### src/rtl/systolic_result_drain.sv
// systolic_result_drain: snapshots the S x S result bus of the systolic array
// on a start pulse and streams the elements out over valid/ready, tagged with
// (row, col) and a last flag. The snapshot frees the array's Data bus for the
// next multiplication while the previous result is still being drained.
//
// Build option: define RESULT_TRANSPOSE_EN to stream column-major instead of
// row-major. out_row/out_col always report the true (i,j) of each element and
// out_last always marks element (S-1,S-1).

module systolic_result_drain #(
  parameter int S  = 4,
  parameter int M  = 5,
  localparam int IW = (S > 2) ? $clog2(S) : 1
) (
  input  logic             clk,
  input  logic             rst,
  input  logic             start,
  input  logic [M*S*S-1:0] Data,
  input  logic             out_ready,
  output logic             out_valid,
  output logic [M-1:0]     out_data,
  output logic [IW-1:0]    out_row,
  output logic [IW-1:0]    out_col,
  output logic             out_last,
  output logic             busy
);

  localparam int AW = (S * S > 2) ? $clog2(S * S) : 1;
  localparam logic [IW-1:0] IMAX = IW'(S - 1);

  typedef enum logic {IDLE, DRAIN} state_t;

  state_t                   state;
  logic [S*S-1:0][M-1:0]    snap;   // element (i,j) lives at index i*S+j
  logic [IW-1:0]            nrow, ncol;
  logic [AW-1:0]            sel;
  logic                     nlast;
  logic                     xfer;

  assign xfer = out_valid & out_ready;

  // Next element position in stream order, and its snapshot slot
  always_comb begin
    nrow = out_row;
    ncol = out_col;
`ifdef RESULT_TRANSPOSE_EN
    if (out_row == IMAX) begin
      nrow = '0;
      ncol = out_col + IW'(1);
    end else begin
      nrow = out_row + IW'(1);
    end
`else
    if (out_col == IMAX) begin
      ncol = '0;
      nrow = out_row + IW'(1);
    end else begin
      ncol = out_col + IW'(1);
    end
`endif
    sel   = AW'(nrow) * AW'(S) + AW'(ncol);
    nlast = (nrow == IMAX) && (ncol == IMAX);
  end

  // Drain FSM: capture on start, advance on each transfer, chain back-to-back
  always_ff @(posedge clk or posedge rst) begin
    if (rst) begin
      state     <= IDLE;
      snap      <= '0;
      out_valid <= 1'b0;
      out_data  <= '0;
      out_row   <= '0;
      out_col   <= '0;
      out_last  <= 1'b0;
      busy      <= 1'b0;
    end else begin
      case (state)
        IDLE: begin
          if (start) begin
            state     <= DRAIN;
            snap      <= Data;
            out_valid <= 1'b1;
            busy      <= 1'b1;
            out_data  <= Data[M-1:0];   // element (0,0) of the new capture
            out_row   <= '0;
            out_col   <= '0;
            out_last  <= 1'b0;          // S >= 2, so (0,0) is never last
          end
        end
        DRAIN: begin
          if (xfer) begin
            if (out_last) begin
              out_row <= '0;
              out_col <= '0;
              if (start) begin
                // back-to-back matrix: no bubble between the two streams
                snap     <= Data;
                out_data <= Data[M-1:0];
                out_last <= 1'b0;
              end else begin
                // out_data keeps the last element's value while idle
                state     <= IDLE;
                out_valid <= 1'b0;
                busy      <= 1'b0;
                out_last  <= 1'b0;
              end
            end else begin
              out_row  <= nrow;
              out_col  <= ncol;
              out_data <= snap[sel];
              out_last <= nlast;
            end
          end
        end
        default: state <= IDLE;
      endcase
    end
  end

endmodule

### config.mk
export PLATFORM = sky130hd
export DESIGN_NAME = systolic_result_drain
export DESIGN_NICKNAME = d
export VERILOG_FILES = /design/src/rtl/systolic_result_drain.sv
export SDC_FILE = /design/constraint.sdc
export NUM_CORES = 1
export LEC_CHECK = 0
export ABC_AREA = 1
export CAP_MARGIN = 10
export CORE_ASPECT_RATIO = 0.5
export CORE_MARGIN = 1.5
export CORE_UTILIZATION = 48
export CTS_BUF_LIST = sky130_fd_sc_hd__clkbuf_4 sky130_fd_sc_hd__clkbuf_8
export DETAILED_ROUTE_END_ITERATION = 10
export PLACE_DENSITY = 0.87
export SETUP_SLACK_MARGIN = 0.4
export SYNTH_ARGS = -nofsm -noshare
export SYNTH_HDL_FRONTEND = slang
export SYNTH_SLANG_ARGS = --single-unit
### constraint.sdc
create_clock -name clk -period 2.6 [get_ports clk]
set_clock_uncertainty 0.1 [all_clocks]
set_input_delay 0.26 -clock clk [delete_from_list [all_inputs] [get_ports clk]]
set_output_delay 0.26 -clock clk [all_outputs]
set_load 0.03 [all_outputs]
==> metrics.md, run 1 <==
| Metric | Value |
|---|---|
| Setup ws final | `0.6356 ns` |
| Multi-input logic area | `1778 um2` |
| Post-Synthesis Cell Area | `4584 um2` |
| Setup crit start kind | `register` |
| CTS Root Cell | `clkbuf_8` |
| PortBufs | `95` |
| Final Core Density | `63.89%` |
| Initial core utilization | `51.06%` |
| Die H | `72.11 um` |
| GRT Resource Usage Total | `23.32%` |
| Core area | `~9000 um2` |
| Largest family of logic cells by synthesized area | `simple AND/OR/NAND/NOR gates` |
| Placer Congestion | `between 0.8 and 0.9` |
| Max frequency | `~0.51 GHz` |
| Reg2reg start | `out_col[0]` |
| Die area | `roughly 10,000 um2` |
| Site Rows | `24` |
| CTS tree | `built` |
| DRC | `0` |
| Nets | `744` |
| Post-DP HPWL | `7719 um` |
| Worst EP required | `around 2.8 ns` |
| Critical path endpoint | `out_data[3]` |
| Setup_tns | `0 ns` |
| RSZ-0062 raised after global routing | `no` |
| Yosys reg bits | `92` |
| # setup viols final | `0` |
| Max-capacitance violation count | `0` |
| Chip width | `around 140 um` |
| First DRT Iteration DRCs | `460` |
| # clock sinks | `92` |
| Worst VDD drop | `0.0002343 V` |
| CP max FO | `12` |
| Layout cell share with drive strength beyond 1 | `7.692%` |
| Inserted Diodes | `0` |
| Mux share of post-synthesis cell area | `0%` |
| Setup CP Type | `register to register` |
| Yosys warns | `0` |
| Leak | `2.858 nW` |
| # fillers | `730` |
| Reg2reg setup slack | `0.64 ns` |
| Mean Syn Cell Area | `7.973 um2` |
| Yosys cell types | `24` |
| H-tree depth | `3` |
| Syn_nets | `661` |
| TritonCTS Buffers | `9` |
| Grt ovf | `0` |
| Area delta synth->final | `25.14%` |
| Endpoint class of the critical path | `register` |
| Outcome | `completed` |
| Cts repair resizes | `2` |
| Max clock buf depth | `2` |
| Worst Hold Class | `primary input to asynchronous set/reset pin` |
| Post-Synth XOR/XNOR Area | `less than 1%` |
| Synth area leaders | `dfrtp_1, nand2_1, inv_1, o21ai_0, nand3_1` |
| Sequential share of the synthesized area | `between 50% and 60%` |
| Worst-Margin Slew | `0.6041 ns` |
| R2R depth | `9` |
| Drt pass-1 iters | `5` |
| Adder-cell area share of the yosys netlist | `0.5459%` |
| DR WL/cell | `between 10 and 15 um` |
| Vias in the first global route | `3,857` |
| Post-Synth Simple-Gate Area | `25.08%` |
| Post-placement setup slack | `about 0.53 ns` |
| Postcts setup bufs | `0` |
| Area leader, netlist | `dfrtp_1` |
| Setup crit start | `out_col[0]` |
| DR vias/cell | `slightly above 5` |
| Pwr dens | `roughly 460 nW/um2` |
| First-pass GRT wire length | `18,370 um` |
| Via Count | `4,002` |
| Io pins | `96` |
| Reg-to-Reg End | `out_data[3]` |
| Largest net degree at the start of global routing | `93` |
| Critical path arrival | `2.17 ns` |
| Post-route minimum period | `1.964 ns` |
| Reg clk slew, reported paths | `approximately 0.08 ns` |
| Post-CTS Hold Buffers | `0` |
| Max-slew headroom | `59.67%` |
| Area share of the largest cell type after synthesis | `50.22%` |
| Final Hold Fails | `0` |
| Total Wirelength | `11,210 um` |
| Final Max Slew Viols | `0` |
| Skew-Pair Late Insertion Delay | `0.37 ns` |
| Storage cell area | `2303 um2` |
| Antenna violations before repair | `0` |
| Final critical-path share of the clock period | `75.56%` |
| Post-synthesis compound-gate area fraction | `12.96%` |
| Number of routed nets with antenna violations | `0` |
| Synth Instances | `575` |
[flip-flops by register name, summed over array words and instances, names as in the netlist]
register,count
busy,1
snap,80
out_last,1
state,1
out_row,2
out_data,5
out_col,2
[cell type report]
cell class | instances | share of cell area (%)
Sequential cell | 92 | 40.15
Tap cell | 117 | 2.552
Inverter | 68 | 4.515
Timing Repair Buffer | 103 | 18.10
Clock inverter | 1 | 0.5234
Clock buffer | 15 | 3.162
Multi-Input combinational cell | 384 | 30.99
[synthesized netlist by cell type]
library cell    n
buf_2           6
o21ai_2        13
o22ai_2         2
nand2_1       228
a21oi_1        12
o21ai_0        44
buf_6           4
buf_4           7
nand3_1        40
inv_1          62
xor2_1          1
inv_2           6
nor2_1         11
clkbuf_2        1
o21ai_1         4
nor2_4          3
o22ai_1         2
buf_8           6
nor2_2          1
nand4_1         2
ha_1            2
dfrtp_1        92
o211ai_1       19
clkbuf_1        7
[routing by layer]
metal | vias up | GRT usage (%) | wire, um
li1 | 1975 | - | -
met1 | 1891 | 32.93 | 5322
met2 | 117 | 36.49 | 5087
met3 | 19 | 4.950 | 618
met4 | 0 | 7.523 | 182
met5 | - | 0 | 0
[placed cells by master (no fill, tap or decap), drive strengths merged]
cell type      instances
clkbuf                15
a21oi                 12
xor2                   1
clkinvlp               1
o211ai                19
nor2                  15
nand3                 40
nand2                228
dfrtp                 92
bufinv                 1
nand4                  2
dlygate4sd2            1
clkdlybuf4s50         94
inv                   67
ha                     2
o21ai                 61
o22ai                  4
buf                    8
[per-stage QoR]
step                      hold slack [ns]  area [um2]  cells  power (mW)
after floorplan                    0.2644        4588    575       1.485
after global placement             0.3481        5523    764       1.628
after detailed placement           0.3549        5523    764       1.628
after CTS                          0.2861        5737    780       2.633
after global routing               0.3217        5737    780       2.699
final                              0.2521        5737    780       2.616
[kinds of logic (layout without fill, tap and decap cells)]
| logic type | Yosys count | in the layout |
|---|---|---|
| DFF | 92 | 92 |
| buffers and inverters | 99 | 187 |
| adders and majority gates | 2 | 2 |
| xor gates and xnor gates | 1 | 1 |
| AOI/OAI and AO/OA | 96 | 96 |
| and+or+nand+nor | 285 | 285 |
[power breakdown]
| group | internal (mW) | total (mW) | switching [mW] | leakage (nW) |
|---|---|---|---|---|
| registers | 1.43 | 1.43 | 0 | 1.02 |
| logic | 0.114 | 0.170 | 0.0561 | 1.72 |
| clock network | 0.541 | 1.02 | 0.476 | 0.112 |
[worst min-delay path by stage]
stage | end | slack (ns) | cells after the start
6_report | out_col[1] | 0.25 | 3
5_1_grt | out_row[1] | 0.32 | 3
4_1_cts | out_row[1] | 0.29 | 3
3_5_place_dp | snap[75] | 0.35 | 2
3_3_place_gp | busy | 0.35 | 1
2_1_floorplan | state | 0.26 | 2
[critical path, cell delays in order, from the launching register on]
cell	delay [ns]
dfrtp_2	0.40
inv_2	0.04
ha_1	0.32
inv_1	0.38
nand3_1	0.25
nand3_1	0.13
nand3_1	0.08
nand3_1	0.09
nand2_1	0.06
nand2_1	0.05
Power figures use the tool's default switching activity.
==> run 2, diff against run 1 <==
Settings changed: PLACE_DENSITY 0.87 to 0.84.
Clock period 2.6 ns to 2 ns, I/O delays scaled along.
==> metrics.md, run 2 (synthesis results as in run 1) <==
| Metric | Value |
|---|---|
| DR vias/cell | `6.317 (+23%)` |
| Placed Cells incl. Taps | `773 (+1.2%)` |
| Setup ws final | `0.07455 ns (-0.5610 ns)` |
| Most frequent cells in the layout | `nand2_1, dfrtp_1, clkdlybuf4s50_1` |
| Layout cell share with drive strength beyond 1 | `28.13% (+20 points)` |
| GRT Resource Usage Total | `28.09% (+4.8 points)` |
| Max FFs per register | `80 (unchanged)` |
| Skew-Pair Late Insertion Delay | `0.39 ns (+0.02 ns)` |
| CTS Root Cell | `clkbuf_8` |
| Grt ovf | `0 (unchanged)` |
| Worst Hold Class | `primary input to asynchronous set/reset pin` |
| TritonCTS Buffers | `9 (unchanged)` |
| Inserted Diodes | `0 (unchanged)` |
| Max-capacitance violation count | `0 (unchanged)` |
| Site Rows | `24 (unchanged)` |
| Setup CP Type | `register to register` |
| Post-CTS Hold Buffers | `0 (unchanged)` |
| Post-placement setup slack | `0.08064 ns (-0.4528 ns)` |
| Placer Congestion | `0.8842 (+0.57%)` |
| Max clock buf depth | `2 (unchanged)` |
| DRC | `0 (unchanged)` |
| Reg clk slew, reported paths | `0.09 ns (about the same)` |
| Outcome | `completed` |
| Die H | `72.11 um (unchanged)` |
| Register with the most flip-flops | `snap` |
| Finished Layout Cells | `835 (+7.1%)` |
| Leak | `3.547 nW (+24%)` |
| Nets | `799 (+7.4%)` |
| RSZ-0062 raised after global routing | `yes` |
| Core area | `8979 um2 (unchanged)` |
| Vias in the first global route | `4,385 (+14%)` |
| Final critical-path share of the clock period | `96.27% (+21 points)` |
| Max-slew headroom | `70.72% (+11 points)` |
| Setup_tns | `0 ns (unchanged)` |
| Chip width | `141.2 um (unchanged)` |
| Max frequency | `0.5194 GHz (+2.0%)` |
| Area delta synth->final | `55.87%` |
| Endpoint class of the critical path | `register` |
| CTS tree | `built` |
| Pwr dens | `491.6 nW/um2 (+7.8%)` |
| First-pass GRT wire length | `21,760 um (+18%)` |
| Post-DP HPWL | `8020 um (+3.9%)` |
| Number of routed nets with antenna violations | `0 (unchanged)` |
| H-tree depth | `3 (unchanged)` |
| Worst-Margin Slew | `0.4382 ns (-0.1659 ns)` |
| Post-route minimum period | `1.925 ns (-0.03900 ns)` |
| # fillers | `456 (-38%)` |
| PortBufs | `95 (unchanged)` |
| Io pins | `96 (unchanged)` |
| # setup viols final | `0 (unchanged)` |
| Initial core utilization | `51.06% (unchanged)` |
| Worst VDD drop | `0.0003453 V (+47%)` |
| Drt pass-1 iters | `6 (+1)` |
| # clock sinks | `92 (unchanged)` |
| Critical path arrival | `2.10 ns (-0.07 ns)` |
| Largest net degree at the start of global routing | `56 (-40%)` |
| Final Max Slew Viols | `0 (unchanged)` |
| Commonest non-fill, non-tap cell in the layout | `nand2_1` |
| Final Hold Fails | `0 (unchanged)` |
| Die area | `10,180 um2 (unchanged)` |
| DR WL/cell | `23.92 um (+66%)` |
| Biggest regs | `snap x80, out_data x5` |
| Antenna violations before repair | `0 (unchanged)` |
| First DRT Iteration DRCs | `932 (+100%)` |
| CP max FO | `7 (-5)` |
| Via Count | `5,275 (+32%)` |
| Total Wirelength | `19,980 um (+78%)` |
| Worst EP required | `2.18 ns (-0.63 ns)` |
| Setup crit start kind | `register` |
-- run 2: timing repair --
item / in CTS / in global routing
cloned: 7 / 22
endpoints found under the setup margin: 97 / 87
pin swaps: 6 / 20
buffers inserted: 12 / 5
gates resized for setup: 39 / 163
-- run 2: final timing paths --
| kind | start | to | slack (ns) | cells past startpoint |
|---|---|---|---|---|
| worst max-delay path | busy | snap[76] | 0.07 | 11 |
| worst min-delay path | rst | snap[73] | 0.07 | 2 |
| worst max register to register | busy | snap[76] | 0.07 | 11 |
| worst min register to register | snap[26] | snap[26] | 0.40 | 2 |
| max in group asynchronous | rst | snap[9] | 1.17 | 3 |
| min in group clk | Data[56] | snap[56] | 0.26 | 3 |
-- run 2: critical path: stages (launching register included) --
cell       delay, ns
dfrtp_2         0.41
nand2_1         0.10
inv_2           0.10
nor2_4          0.05
nor2_2          0.13
inv_2           0.06
nor2_4          0.19
buf_6           0.17
clkbuf_16       0.25
clkinv_16       0.09
nand2_1         0.09
nand2_1         0.06
-- run 2: cell type report --
type                            instances  area (um2)  area share, %
Timing Repair inverter                  7       107.6          1.506
Clock inverter                          1       30.03         0.4202
Timing Repair Buffer                  151        1863          26.07
Clock buffer                           15       181.4          2.539
Inverter                               68       290.3          4.062
Tap cell                              117       146.4          2.049
Sequential cell                        92        2306          32.27
Multi-Input combinational cell        384        2221          31.08
-- run 2: metrics by stage --
stage / utilization, % / hold slack, ns / cell area (um2) / power [mW]
2_1_floorplan: - / 0.2044 / 4643 / 1.931
5_1_grt: 79.58 / 0.09604 / 7146 / 3.583
3_3_place_gp: 62.88 / 0.3467 / 5645 / 2.124
3_5_place_dp: 62.88 / 0.3532 / 5645 / 2.124
6_report: 79.58 / 0.07196 / 7146 / 3.513
4_1_cts: 68.94 / 0.09589 / 6190 / 3.440
-- run 2: per-layer routing --
metal	wire (um)	GRT usage [%]
met5	0	0
met3	2975	5.479
met2	8518	44.55
met4	1371	12.62
met1	7110	38.14
-- run 2: report_power, final --
part           switching [mW]  internal (mW)
sequential                  0           1.86
clock                   0.696          0.705
combinational          0.0995          0.155
total                   0.795           2.72
